==> config.mk <==
export PLATFORM = sky130hd
export DESIGN_NAME = switch_reader
export DESIGN_NICKNAME = d
export VERILOG_FILES = /design/src/rtl/switch_reader.sv
export SDC_FILE = /design/constraint.sdc
export NUM_CORES = 1
export LEC_CHECK = 0
export CAP_MARGIN = 15
export CORE_MARGIN = 1.5
export CORE_UTILIZATION = 35
export DETAILED_ROUTE_END_ITERATION = 8
export PLACE_DENSITY = 0.48
export RECOVER_POWER = 100
export SETUP_SLACK_MARGIN = 0.3
export SYNTH_ARGS = -nofsm -noshare
export SYNTH_HDL_FRONTEND = slang
export SYNTH_SLANG_ARGS = --single-unit
export TNS_END_PERCENT = 20
==> constraint.sdc <==
create_clock -name CLK -period 61.2 [get_ports CLK]
set_clock_uncertainty 0.1 [all_clocks]
set_input_delay 18.36 -clock CLK [delete_from_list [all_inputs] [get_ports CLK]]
set_output_delay 18.36 -clock CLK [all_outputs]
set_load 0.005 [all_outputs]
==> src/rtl/switch_reader.sv <==
// switch_reader: memory-mapped reader for 16 slide switches and 5 push-buttons.
// Pins are two-stage synchronized, debounced per input, and button presses are
// captured as sticky events that clear when word 2 is read.
// Optional feature: define SWITCH_IRQ_EN to add the registered IRQ output.
module switch_reader #(
  parameter int unsigned DEBOUNCE_CYCLES = 1000000,
  parameter int unsigned CNT_W           = 20
) (
  input  logic        CLK,
  input  logic        Reset,
  input  logic [15:0] SW,
  input  logic [4:0]  BTN,
  input  logic        RE,
  input  logic [1:0]  A,
`ifdef SWITCH_IRQ_EN
  output logic        IRQ,
`endif
  output logic [31:0] RD
);

  localparam int unsigned NSW  = 16;
  localparam int unsigned NBTN = 5;
  localparam int unsigned NPIN = NSW + NBTN;
  localparam logic [CNT_W-1:0] CNT_MAX = CNT_W'(DEBOUNCE_CYCLES - 1);

  logic [NPIN-1:0]  pins;
  logic [NPIN-1:0]  s1;
  logic [NPIN-1:0]  s2;
  logic [NPIN-1:0]  db;
  logic [CNT_W-1:0] cnt [NPIN];

  logic [NSW-1:0]   sw_db;
  logic [NBTN-1:0]  btn_db;
  logic [NBTN-1:0]  btn_prev;
  logic [NBTN-1:0]  btn_event;
  logic [NBTN-1:0]  rise;
  logic             clr;

  // Buttons occupy the top bits so one loop handles all 21 inputs.
  assign pins   = {BTN, SW};
  assign sw_db  = db[NSW-1:0];
  assign btn_db = db[NPIN-1:NSW];
  assign rise   = btn_db & ~btn_prev;
  assign clr    = RE && (A == 2'd2);

  // Two-flop synchronizer and per-input debounce counters.
  always_ff @(posedge CLK or posedge Reset) begin
    if (Reset) begin
      s1 <= '0;
      s2 <= '0;
      db <= '0;
      for (int i = 0; i < NPIN; i++) cnt[i] <= '0;
    end else begin
      s1 <= pins;
      s2 <= s1;
      for (int i = 0; i < NPIN; i++) begin
        if (s2[i] == db[i]) begin
          cnt[i] <= '0;
        end else if (cnt[i] == CNT_MAX) begin
          db[i]  <= s2[i];
          cnt[i] <= '0;
        end else begin
          cnt[i] <= cnt[i] + CNT_W'(1);
        end
      end
    end
  end

  // Rising-edge capture into sticky events; a read of word 2 clears all but a same-edge rise.
  always_ff @(posedge CLK or posedge Reset) begin
    if (Reset) begin
      btn_prev  <= '0;
      btn_event <= '0;
    end else begin
      btn_prev <= btn_db;
      if (clr) btn_event <= rise;
      else     btn_event <= btn_event | rise;
    end
  end

`ifdef SWITCH_IRQ_EN
  // Interrupt follows any pending event one cycle later.
  always_ff @(posedge CLK or posedge Reset) begin
    if (Reset) IRQ <= 1'b0;
    else       IRQ <= |btn_event;
  end
`endif

  // Read-only register window, combinational on A.
  always_comb begin
    RD = '0;
    case (A)
      2'd0:    RD = {16'b0, sw_db};
      2'd1:    RD = {27'b0, btn_db};
      2'd2:    RD = {27'b0, btn_event};
      default: RD = '0;
    endcase
  end

endmodule

==> impl_results.md <==
* Status: complete, but fails checks
* Violated checks: capacitance limit, slew limit
* Critical path startpoint category: input port
* Root Driver: clkbuf_16
* Clock Tree Buf Depth at 3
* Worst Path Buf+Inv at 3
* Overflow after GRT at 0
* Register-to-Register Setup Slack at 57.67 ns
* Layout cell share with drive strength beyond 1 at 6.08%
* CP Data Required Time at 42.74 ns
* Post-cts resize count at 0
* Synth top area cells: dfrtp_1 52%, xnor2_1 7.9%, nor2_1 5.7%
* Vias in the first global route at 16.9k
* Syn Area/Cell at 9.87 sq um
* Die height at 263 microns
* Switching share of total power at 22.7%
* Arrival @ worst endpoint at 21.46 ns
* Metal2 WL at 21200 microns
* Via Count at 17.1k
* Clock share of power at 49.9%
* Post-synth EDFFs at 0
* Filler instances at 6427
* I/O Pins at 58
* P_leak at 10.4 nW
* DR pass1 iterations at 5
* Cells after Synth at 2389
* X dimension of the die at 263 microns
* RR Startpoint: cnt[220]
* Slew Limit Fails at 584
* Area Growth Syn to Fin at 13.5%
* Vias per Instance at 5.08
* Sequential area share after synthesis at 52.3%
* Routed wl met3 at 1580 microns
* P_sw at 0.161 mW
* Netlist Area Pre-Place at 23600 sq um
* Biggest area consumer among synthesized cells: dfrtp_1
* Routability Congestion at 0.766
* Residual DRC at 0
* Distinct cells, synth at 54
* PwrDens at 26.5 nW/um^2
* Max-Slew Margin vs Limit at -199%
* Wire length on met1 at 23600 microns
* WHS Path Cells at 0
* Slew @ Worst Pin at 4.47 ns
* Largest stage delay, worst path at 0.83 ns
* Setup TNS at 0 ns
* CP max-delay cell: nor2_1
* Clock Sinks at 493
* Starting density of the core at 35.6%
* Antenna violations before repair at 2
* Die Area at 68900 sq um
* Final non-filler cell total at 3367
* CP max FO at 8
* Final setup vio count at 0
* Synth Flop Type: dfrtp_1
* Final wirelength at 47400 microns
* Postcts setup bufs at 0
* Worst Hold Class: reg2reg
* VDD IR max at 0.0201 mV
* Design area at 26800 sq um
* Minimum clock period at 39.92 ns
* Wirelength per Cell at 14.1 microns
* Period utilization at 65.2%
* Initial DRC count at 883
* Worst Path Class, Setup: in2out
* Int Pwr at 0.549 mW
* RSZ-0062 raised after global routing: no
* Yosys top cell area share at 52.3%
* Hold Violations, Final at 0
* Std cell rows at 94
* CTS tree: yes
* DR top layer: met4
* Largest delay share family, worst path: buffers and inverters
* Largest net degree at the start of global routing at 103
* Placed insts at 3256
* Most common cell in the netlist: dfrtp_1
* Core footprint at 66200 sq um
* Hold-critical path endpoint: s2[16]
* Most used cell, CP: dlygate4sd3_1
* Syn. warnings at 0
* Clk slew on worst S/H paths at 0.06 ns
* Nets at 2499
* Crit path cell chain: dlygate4sd3_1 > nor2_1 > clkbuf_1 > and2_1 > dlygate4sd3_1
* Synth cell count leaders: 493 x dfrtp_1, 360 x nor2_1, 212 x xnor2_1
* R2R depth at 5
* Reg2Reg Capture Point: cnt[235]
* Post-Place Cell Area at 25000 sq um
* Fmax at 0.0250 GHz
* Gate power share at 2.9%
* Max-Cap Viols at 11
* GR Util All Layers at 14.1%
* Detail Route Antenna Nets at 0
* First-pass GRT wire length at 83300 microns
* Synth Register Bits at 493
* Worst Hold Launch: s1[16]
* CTS Hold Bufs at 0
* Worst-Skew Late Latency at 0.62 ns
* Final HPWL DP at 31200 microns
* IO Port Bufs at 41
* CP endpoint kind: output port
* H-tree levels at 2
* Sequential share of power at 47.2%
* CTS buffer count at 58
* Async set-or-reset flop fraction in the synthesized netlist at 100%
-- power by group through the flow --
stage / sequential, mW / combinational [mW] / clock, mW
detailed placement: 0.341 / 0.0229 / 0
global route: 0.336 / 0.0246 / 0.381
global placement: 0.341 / 0.0224 / 0
finish: 0.335 / 0.0205 / 0.354
floorplan: 0.340 / 0.0160 / 0
CTS: 0.335 / 0.0230 / 0.369
-- routing by layer --
metal | vias up | global-route usage (%)
met1 | 8300 | 19.6
met5 | - | 0
met4 | 0 | 4.67
met3 | 75 | 2.38
li1 | 8528 | -
met2 | 188 | 22.3
-- flip-flops by register name (all words and copies together), names as in the netlist --
| name | flops |
|---|---|
| cnt | 420 |
| db | 21 |
| s1 | 21 |
| s2 | 21 |
| btn_event | 5 |
| btn_prev | 5 |
-- cell type report --
class / count / area, sq um / area share [%]
clock buffer: 70 / 1580 / 5.89
multi-input combinational: 1739 / 10500 / 39.2
clock inverter: 38 / 402 / 1.50
sequential: 493 / 12300 / 46.1
tap: 864 / 1080 / 4.04
inverter: 96 / 362 / 1.35
antenna: 3 / 7.51 / 0.0281
timing repair buffer: 64 / 497 / 1.86
-- per-stage QoR --
stage	hold slack (ns)	total power [mW]	setup WS, ns	util (%)
floorplan	0.231	0.356	23.70	-
global placement	0.232	0.363	22.01	37.7
detailed placement	0.235	0.364	21.98	37.7
CTS	0.249	0.727	21.96	40.7
global route	0.244	0.742	21.05	40.4
finish	0.246	0.710	21.28	40.4
-- logic make-up after synthesis --
| group | synth area share (%) |
|---|---|
| buffers and inverters | 3.14 |
| adders and majority gates | 1.11 |
| DFF | 52.3 |
| other | 0.0159 |
| muxes | 1.30 |
| and+or+nand+nor | 25.2 |
| AOI/OAI and AO/OA | 5.87 |
| xor gates and xnor gates | 11.0 |
-- worst max-delay path by stage --
stage / slack (ns) / from / to / cells past startpoint
global placement: 22.01 / A[0] / RD[15] / 5
CTS: 21.96 / A[0] / RD[15] / 5
floorplan: 23.70 / A[0] / RD[11] / 4
finish: 21.28 / A[0] / RD[5] / 5
detailed placement: 21.98 / A[0] / RD[15] / 5
global route: 21.05 / A[0] / RD[5] / 5
-- cells in the final DEF, fill, tap and decap left out, types with 8 or more instances in the layout --
master           synthesis  layout
a21oi_1                 99      99
and2_0                   0       9
and3_1                  39      39
clkbuf_1                36      27
clkbuf_16                0      58
clkbuf_8                 0       8
clkdlybuf4s50_1          0       9
clkinv_2                 0      22
conb_1                   1      16
dfrtp_1                493     493
dlygate4sd3_1            0      32
ha_1                    21      21
inv_1                   96      95
mux2_2                  21      21
nand2_1                133     133
nand3_1                131     131
nand4_1                 93      93
nand4b_1                13      13
nor2_1                 360     360
nor3_1                  85      85
nor4_1                  77      77
nor4b_1                 17      17
o21ai_0                 60      63
o31ai_1                 60      63
or2_2                    8       8
or3_1                   68      68
or4_1                   64      65
xnor2_1                212     212
xor2_1                  85      85
(Power assumes the default switching activity.)
